--- config.mk ---
export PLATFORM = sky130hd
export DESIGN_NAME = counter_share_arbiter
export DESIGN_NICKNAME = d
export VERILOG_FILES = /design/src/rtl/counter_share_arbiter.sv
export SDC_FILE = /design/constraint.sdc
export NUM_CORES = 1
export LEC_CHECK = 0
export CORE_MARGIN = 10
export CORE_UTILIZATION = 35
export DETAILED_ROUTE_END_ITERATION = 16
export DONT_BUFFER_PORTS = 1
export PLACE_DENSITY = 0.47
export SYNTH_ARGS = -nofsm -noshare
export SYNTH_HDL_FRONTEND = slang
export SYNTH_SLANG_ARGS = --single-unit
export TNS_END_PERCENT = 10
--- constraint.sdc ---
create_clock -name clk -period 2.1 [get_ports clk]
set_input_delay 0.525 -clock clk [delete_from_list [all_inputs] [get_ports clk]]
set_output_delay 0.525 -clock clk [all_outputs]
set_load 0.02 [all_outputs]
--- src/rtl/counter_share_arbiter.sv ---
// Shares one up-counter between two requesters with round-robin arbitration.
// A granted run counts q from 0 to the latched terminal value, then pulses done.
//
// state | meaning
// IDLE  | no owner; samples req and grants the winner
// RUN   | counter advancing toward latched terminal value
// DONE  | one-cycle completion pulse to the owner
module counter_share_arbiter #(
  parameter int WIDTH = 4
) (
  input  logic             clk,
  input  logic             rst_n,
  input  logic [1:0]       req,
  input  logic [WIDTH-1:0] len0,
  input  logic [WIDTH-1:0] len1,
  output logic [1:0]       gnt,
  output logic [1:0]       done,
  output logic             busy,
  output logic [WIDTH-1:0] q
);

  localparam logic [1:0] S_IDLE = 2'd0;
  localparam logic [1:0] S_RUN  = 2'd1;
  localparam logic [1:0] S_DONE = 2'd2;

  localparam logic [WIDTH-1:0] ONE = {{(WIDTH-1){1'b0}}, 1'b1};

  logic [1:0]       state;
  logic             owner;
  logic             last;
  logic [WIDTH-1:0] len_l;

  logic             win;
  logic [1:0]       win_oh;
  logic [WIDTH-1:0] win_len;

  // On a tie the requester that was not served last wins.
  always_comb begin
    win     = (req == 2'b11) ? ~last : req[1];
    win_oh  = win ? 2'b10 : 2'b01;
    win_len = win ? len1 : len0;
  end

  always_ff @(posedge clk) begin
    if (!rst_n) begin
      state <= S_IDLE;
      gnt   <= 2'b00;
      done  <= 2'b00;
      busy  <= 1'b0;
      q     <= '0;
      last  <= 1'b1;
      owner <= 1'b0;
      len_l <= '0;
    end else begin
      case (state)
        S_IDLE: begin
          if (|req) begin
            state <= S_RUN;
            owner <= win;
            gnt   <= win_oh;
            q     <= '0;
            len_l <= win_len;
            busy  <= 1'b1;
          end
        end
        S_RUN: begin
          // An owner dropping its request abandons the run without a done pulse.
          if (!req[owner]) begin
            state <= S_IDLE;
            gnt   <= 2'b00;
            busy  <= 1'b0;
            last  <= owner;
          end else if (q == len_l) begin
            state <= S_DONE;
            gnt   <= 2'b00;
            done  <= gnt;
          end else begin
            q <= q + ONE;
          end
        end
        S_DONE: begin
          state <= S_IDLE;
          done  <= 2'b00;
          busy  <= 1'b0;
          last  <= owner;
        end
        default: begin
          state <= S_IDLE;
          gnt   <= 2'b00;
          done  <= 2'b00;
          busy  <= 1'b0;
        end
      endcase
    end
  end

endmodule

=== After elaboration in Yosys (flattened, before gate mapping) ===
Index checks and enable logic that the tools add are counted.

* Memory bits (writable): 0
* Bits of input ports: 12
* Latch bits: 0
* Word-level logic and storage cells: 59
* Flip-flop bits (word level): 17
* Output and inout port bits: 9
* Memories: 0
* Memory bits (read-only): 0

* Magnitude comparators: 1
* Equal/unequal tests: 10
* Reductions and logical operators: 11
* Mux-type cells: 25
* Bitwise operators: 3
* Shift operators: 0
* Multiply operators: 0
* Add/subtract/negate cells: 1
* Divide/modulo/power cells: 0

{| class="wikitable"
|+ Operator list
! cell !! number
|-
| two-way mux 2 bit || 9
|-
| two-way mux 4 bit || 4
|-
| != test 2 bit (second input constant) || 5
|-
| one-hot mux 2 bit (2 select lines) || 2
|-
| one-hot mux 4 bit (2 select lines) || 1
|-
| AND reduction 2 bit || 4
|-
| two-way mux 1 bit || 6
|-
| one-hot mux 2 bit (3 select lines) || 1
|-
| AND reduction 3 bit || 2
|-
| adder 4 x 1 -> 4 bit (second input constant) || 1
|-
| == test 2 bit (second input constant) || 2
|-
| == test 4 bit || 1
|-
| one-hot mux 1 bit (2 select lines) || 2
|-
| AND reduction 4 bit || 1
|-
| nonzero test 2 bit || 2
|-
| != test 3 bit (second input constant) || 1
|-
| NOT 1 bit || 3
|-
| == test 2 x 1 -> 1 bit (second input constant) || 1
|-
| logical NOT 2 bit || 1
|-
| less-than comparator 1 x 2 -> 1 bit (second input constant) || 1
|-
| OR reduction 2 bit || 1
|}

=== Logic depth before layout (Yosys ltp) ===
Gate-level depths: netlist (run 1).

* Word-level depth: 5
* Mapped depth: 5
* Mapped depth without buffers: 4

=== Least setup slack after synthesis (run 1) ===
Ideal clock, no wire load.

* Path kind: flip-flop to flip-flop
* From: register q[2]
* To: register gnt[0]
* Slack: 0.419 ns
* Data required time: 1.957 ns
* Stages on the path, launching flop included: 6
* Buffers on the path: 1
* Data arrival time: 1.538 ns
* Setup time: 0.143 ns
* Cells stage by stage: dfxtp_1 -> xor2_1 -> or4_1 -> buf_2 -> a2bb2oi_1 -> o22ai_1

* Cells in the longest elaborated chain, start to end: 3

{| class="wikitable"
|+ RTL lines
! element !! line !! text
|-
| start, declared || 19 || <nowiki>output logic [WIDTH-1:0] q</nowiki>
|-
| start signal, assigned || 78 || <nowiki>q <= q + ONE;</nowiki>
|-
| == test 4 bit || 73 || <nowiki>end else if (q == len_l) begin</nowiki>
|-
| != test 3 bit (no line) || - ||
|-
| AND reduction 3 bit (no line) || - ||
|-
| end signal, assigned || 60 || <nowiki>gnt <= win_oh;</nowiki>
|-
| end, declared || 16 || <nowiki>output logic [1:0] gnt,</nowiki>
|}

No other way between the ends.
A chain may end at the register's enable or synchronous reset.

=== Worst setup path after layout (run 1) ===
* From: register q[3]
* To: register gnt[1]

The elaborated chain is that of the path after synthesis.

==> results.yml, run 1 <==
run_status:
  status: "completed"
power:
  p_switching_mw: 0.2139
  p_per_area_mw_per_mm2: 764.4
  power_leakage_nw: 0.3617
  vdd_drop_max_uv: 318.2
  p_int_mw: 0.4814
  seq_power_share: 0.546
  p_comb_frac: 0.198
  p_clk_frac: 0.256
  swShare: 0.3077
yosys:
  synth-seq-area-share: 0.4109
  synth_area_leaders: "dfxtp_1, mux2i_1, nand2_1"
  netlist_area_um2: 828.3
  synth_largest_area_cell: "dfxtp_1"
  yosys_register_bits: 17
  synth_top_area_share: 0.4109
  syn_area_per_cell_um2: 8.628
  synth_cells: 96
  ys_types: 32
  synth_nets: 109
  yosysWarnings: 0
grt:
  grt_max_degree: 14
  grt_pass1_wl_mm: 3.015
  antenna_found_initial: 0
  track_usage: 0.08538
  grt_pass1_vias: 627
  grt-ovfl-total: 0
finish:
  layout.cells.most_common_list: "dfxtp_1, nand2_1, nor2_1"
  drive_above_1_share: 0.09901
  syn2layout_area_growth_pct: 9.819
  seq_area_um2: 340.3
  multiInputGateArea_um2: 462.9
  antenna_cells: 0
  nNetsFinal: 115
  final.fill_count: 243
  layout_commonest_cell: "dfxtp_1"
worst_setup_path:
  timing.reg2reg.setup_slack_ns: 0.28
  crit_family: "simple AND/OR/NAND/NOR gates"
  worstPathCellList: "xor2_1, or4_1, a2bb2oi_1, o21ai_0"
  r2r_start: "q[3]"
  path_class: "reg -> reg"
  cpPeakStageDelay_ns: 0.65
  crit_fanout: 6
  worst_setup_path_end_kind: "register"
  critPathArrivalTime_ns: 2.00
  startpoint_type: "register"
  slowest_stage: "or4_1"
  crit_start: "q[3]"
  critPathBufInv: 0
  crit_required_ns: 2.28
clock_network:
  clk-insertion-delay-late_ns: 0.29
  htreeDepth: 1
  hold_buffers: 0
  cts_tree: "built"
  numCtsBuffers: 3
  root_buffer: "clkbuf_4"
  path_clk_slew_ns: 0.10
  cts_sinks: 17
  cts_resized: 0
  cts_buffer_depth: 2
  postCtsSetupRepairBufs: 0
sta:
  grt_setup_unrepaired: "no"
  fin_skew_ns: 0.002918
  worst_hold_slack_ns: 0.3247
  drv_slew: 0
  timing.setup.tns_ns: 0
  max_freq_ghz: 0.5507
  setup_violations: 0
  finalCriticalPeriod_ns: 1.816
  relSlewSlack: 0.2752
  worst_slew_pin_slew_ns: 1.079
  min_period_over_period: 0.8647
  hold_viol_final: 0
drt:
  vias: 681
  detail_route.wirelength_mm: 1.949
  dr.pass1.iters: 4
  viasPerCell: 5.279
  drtIter0Drc: 16
  drc: 0
  drtAntennaViolNets: 0
  avgRoutedWirePerCell_um: 15.11
hold_path:
  hold_class: "in -> reg"
  hold_start: "rst_n"
floorplan:
  die_x_um: 68.65
  die_area_mm2: 0.004712
  coreArea_mm2: 0.002233
  row_count: 17
  start_util: 0.3709
  pin_count: 21
  die_h_um: 68.65
placed_design:
  gp_congestion: 0.7321
  dp_hpwl_mm: 1.534
  port_buffers: 0
job:
  maxCapViolCount: 0
-- routing by layer --
layer,GRT usage,part of all wire,vias up
met5,0,0,-
met4,0.04523,0.017,0
met3,0.02738,0.062,4
met2,0.1187,0.43,14
met1,0.1137,0.49,309
li1,-,-,354
-- sequential cells by signal, summed over array words and instances (netlist names) --
register	count
len_l	4
owner	1
state	2
gnt	2
busy	1
last	1
q	4
done	2
-- cell families (layout without fill, tap and decap cells) --
kind of cell / after synthesis / count (layout) / synth area share
AOI/OAI and AO/OA: 24 / 24 / 0.1949
DFF: 17 / 17 / 0.4109
and+or+nand+nor: 38 / 38 / 0.2342
buffers and inverters: 6 / 11 / 0.03022
xor gates and xnor gates: 4 / 4 / 0.04229
muxes: 6 / 6 / 0.07251
adders and majority gates: 1 / 1 / 0.01510
-- Yosys cell counts (all sizes together) --
| cell | n |
|---|---|
| and2 | 1 |
| nor2 | 10 |
| and2b | 2 |
| o21ba | 1 |
| a2bb2oi | 1 |
| nand3 | 4 |
| nand2b | 2 |
| nor2b | 1 |
| o21ai | 4 |
| nor3 | 2 |
| o22ai | 3 |
| or4b | 1 |
| mux2i | 6 |
| a211oi | 5 |
| nor4 | 1 |
| a21o | 1 |
| inv | 2 |
| dfxtp | 17 |
| nand2 | 11 |
| buf | 2 |
| nand4b | 1 |
| a211o | 1 |
| a21oi | 3 |
| a31oi | 2 |
| and3 | 1 |
| or4 | 1 |
| ha | 1 |
| clkbuf | 2 |
| a21boi | 2 |
| o211ai | 1 |
| xor2 | 4 |
-- worst paths after layout --
check        endpoint  cells past startpoint
max            gnt[1]                      4
min              last                      1
max reg2reg    gnt[1]                      4
min reg2reg  len_l[3]                      2
-- power groups by stage --
stage,combinational (mW),sequential (mW),clock [mW]
final,0.138,0.380,0.178
after global routing,0.153,0.385,0.205
after CTS,0.140,0.381,0.186
after detailed placement,0.139,0.388,0
after global placement,0.138,0.388,0
after floorplan,0.118,0.380,0
-- stage by stage --
step	setup slack (ns)	util	std cells	area [um^2]	total power, mW
2_1_floorplan	0.4190	-	96	828.3	0.4980
3_3_place_gp	0.2582	0.3955	125	883.3	0.5259
3_5_place_dp	0.2297	0.3955	125	883.3	0.5277
4_1_cts	0.2501	0.4073	129	909.6	0.7072
5_1_grt	0.1696	0.4073	129	909.6	0.7426
6_report	0.2842	0.4073	129	909.6	0.6953
-- area by class of cell --
class | instances | share of cell area
Clock buffer | 4 | 0.02889
Inverter | 2 | 0.008253
Multi-Input combinational cell | 73 | 0.5089
Sequential cell | 17 | 0.3741
Tap cell | 28 | 0.03851
Timing Repair Buffer | 5 | 0.04127
Power figures use the tool's default switching activity.
==> run 2, diff against run 1 <==
--- a/config.mk
+++ b/config.mk
@@ -10,6 +10,7 @@
 export DETAILED_ROUTE_END_ITERATION = 16
 export DONT_BUFFER_PORTS = 1
 export PLACE_DENSITY = 0.47
+export SKIP_CTS_REPAIR_TIMING = 1
 export SYNTH_ARGS = -nofsm -noshare
 export SYNTH_HDL_FRONTEND = slang
 export SYNTH_SLANG_ARGS = --single-unit
==> results of run 2 <==
Same layout as run 1: the final DEF is identical, and so are final timing and power.
==> run 3, diff against run 2 <==
--- a/config.mk
+++ b/config.mk
@@ -6,10 +6,10 @@
 export NUM_CORES = 1
 export LEC_CHECK = 0
 export CORE_MARGIN = 10
-export CORE_UTILIZATION = 35
+export CORE_UTILIZATION = 59
 export DETAILED_ROUTE_END_ITERATION = 16
 export DONT_BUFFER_PORTS = 1
-export PLACE_DENSITY = 0.47
+export PLACE_DENSITY = 0.77
 export SKIP_CTS_REPAIR_TIMING = 1
 export SYNTH_ARGS = -nofsm -noshare
 export SYNTH_HDL_FRONTEND = slang
==> run 3 against run 2 <==
  * Fmax fell by 0.22%
  * Clock power shrank 6%
  * Hold slack better by 0.0034 ns
  * Cell count is 11% lower
  * Combinational power hardly changed
  * Critical path type unchanged
  * Largest cell class unchanged
  * Largest power group unchanged
==> results.yml, run 3 (synthesized netlist as in run 1, its figures left out) <==
worst_setup_path:
  critPathArrivalTime_ns: 1.98
  r2r_start: "q[3]"
  crit_required_ns: 2.27
  path_class: "reg -> reg"
  timing.reg2reg.setup_slack_ns: 0.28
  startpoint_type: "register"
  reg2reg_depth: 4
  worst_setup_path_end_kind: "register"
  crit_fanout: 6
  worstReg2RegEnd: "gnt[0]"
grt:
  track_usage: 0.1094
  grt_pass1_wl_mm: 3.029
  grt_pass1_vias: 670
  grt-ovfl-total: 0
  grt_max_degree: 14
  antenna_found_initial: 0
floorplan:
  pin_count: 21
  die_area_mm2: 0.003303
  die_h_um: 57.47
  die_x_um: 57.47
  row_count: 13
  start_util: 0.6287
  coreArea_mm2: 0.001318
clock_network:
  cts_sinks: 17
  htreeDepth: 1
  clk-insertion-delay-late_ns: 0.28
  path_clk_slew_ns: 0.09
  cts_tree: "built"
  numCtsBuffers: 3
  cts_buffer_depth: 2
  root_buffer: "clkbuf_4"
finish:
  seq_area_um2: 340.3
  final.fill_count: 119
  antenna_cells: 0
  finalInstanceArea_um2: 885.9
  nNetsFinal: 114
  layout_commonest_cell: "dfxtp_1"
  syn2layout_area_growth_pct: 6.949
  multiInputGateArea_um2: 462.9
  reg_top3: "len_l x4, q x4"
  drive_above_1_share: 0.09000
  layout.cells.most_common_list: "dfxtp_1, nand2_1, nor2_1"
power:
  p_per_area_mw_per_mm2: 772.2
  vdd_drop_max_uv: 463.9
  power.total_mw: 0.6841
  power_leakage_nw: 0.3569
job:
  maxCapViolCount: 0
placed_design:
  dp_hpwl_mm: 1.397
  place_ws_ns: 0.2493
  gp_congestion: 0.7468
  placed_area_um2: 859.6
  port_buffers: 0
sta:
  fin_skew_ns: 0.002795
  min_period_over_period: 0.8665
  hold_viol_final: 0
  drv_slew: 0
  fin_ws_ns: 0.2803
  finalCriticalPeriod_ns: 1.820
  relSlewSlack: 0.3081
  timing.setup.tns_ns: 0
  max_freq_ghz: 0.5495
  grt_setup_unrepaired: "no"
  worst_hold_slack_ns: 0.3281
  setup_violations: 0
  worst_slew_pin_slew_ns: 1.030
hold_path:
  hold_path_end: "last"
  hold_class: "in -> reg"
  hold_depth: 1
  hold_start: "rst_n"
drt:
  dr.pass1.iters: 4
  drtAntennaViolNets: 0
  drc: 0
  detail_route.wirelength_mm: 1.773
  vias: 692
  avgRoutedWirePerCell_um: 15.42
  drtIter0Drc: 7
  viasPerCell: 6.017
run_status:
  status: "completed"
-- run 3: changes by cell type in the layout (fill, tap and decap cells not counted) --
cell | previous run | this run
buf_4 | 5 | 4
-- run 3: power breakdown --
part	switching [mW]	total [mW]	internal [mW]
logic	0.0777	0.135	0.0574
clock network	0.0941	0.168	0.0737
registers	0.0331	0.381	0.348
-- run 3: metal layers --
layer,part of all wire,vias up,global-route usage
li1,-,353,-
met3,0.058,4,0.03319
met2,0.45,15,0.1595
met5,0,-,0
met1,0.48,320,0.1384
met4,0.012,0,0.06040
-- run 3: worst max-delay path: stages (launching register included) --
cell,delay [ns]
dfxtp_1,0.53
xor2_1,0.15
or4_1,0.65
a2bb2oi_1,0.26
o22ai_1,0.11
-- run 3: through the flow --
stage	util	cells
CTS	0.6724	115
global route	0.6724	115
detailed placement	0.6524	111
floorplan	-	96
finish	0.6724	115
global placement	0.6524	111
-- run 3: final cells by class --
cell class | count | share of cell area
clock buffers | 4 | 0.02966
inverters | 2 | 0.008475
multi-input cells | 73 | 0.5226
flip-flops and latches | 17 | 0.3842
well taps | 15 | 0.02119
repair buffers | 4 | 0.03390
-- run 3: worst max-delay path by stage --
| stage | cells after the start | start | slack, ns | to |
|---|---|---|---|---|
| after floorplan | 5 | q[2] | 0.42 | gnt[0] |
| after global placement | 4 | q[3] | 0.32 | gnt[0] |
| after detailed placement | 4 | req[1] | 0.25 | owner |
| after CTS | 4 | q[3] | 0.27 | gnt[1] |
| after global routing | 4 | q[3] | 0.12 | gnt[1] |
| final | 4 | q[3] | 0.28 | gnt[0] |
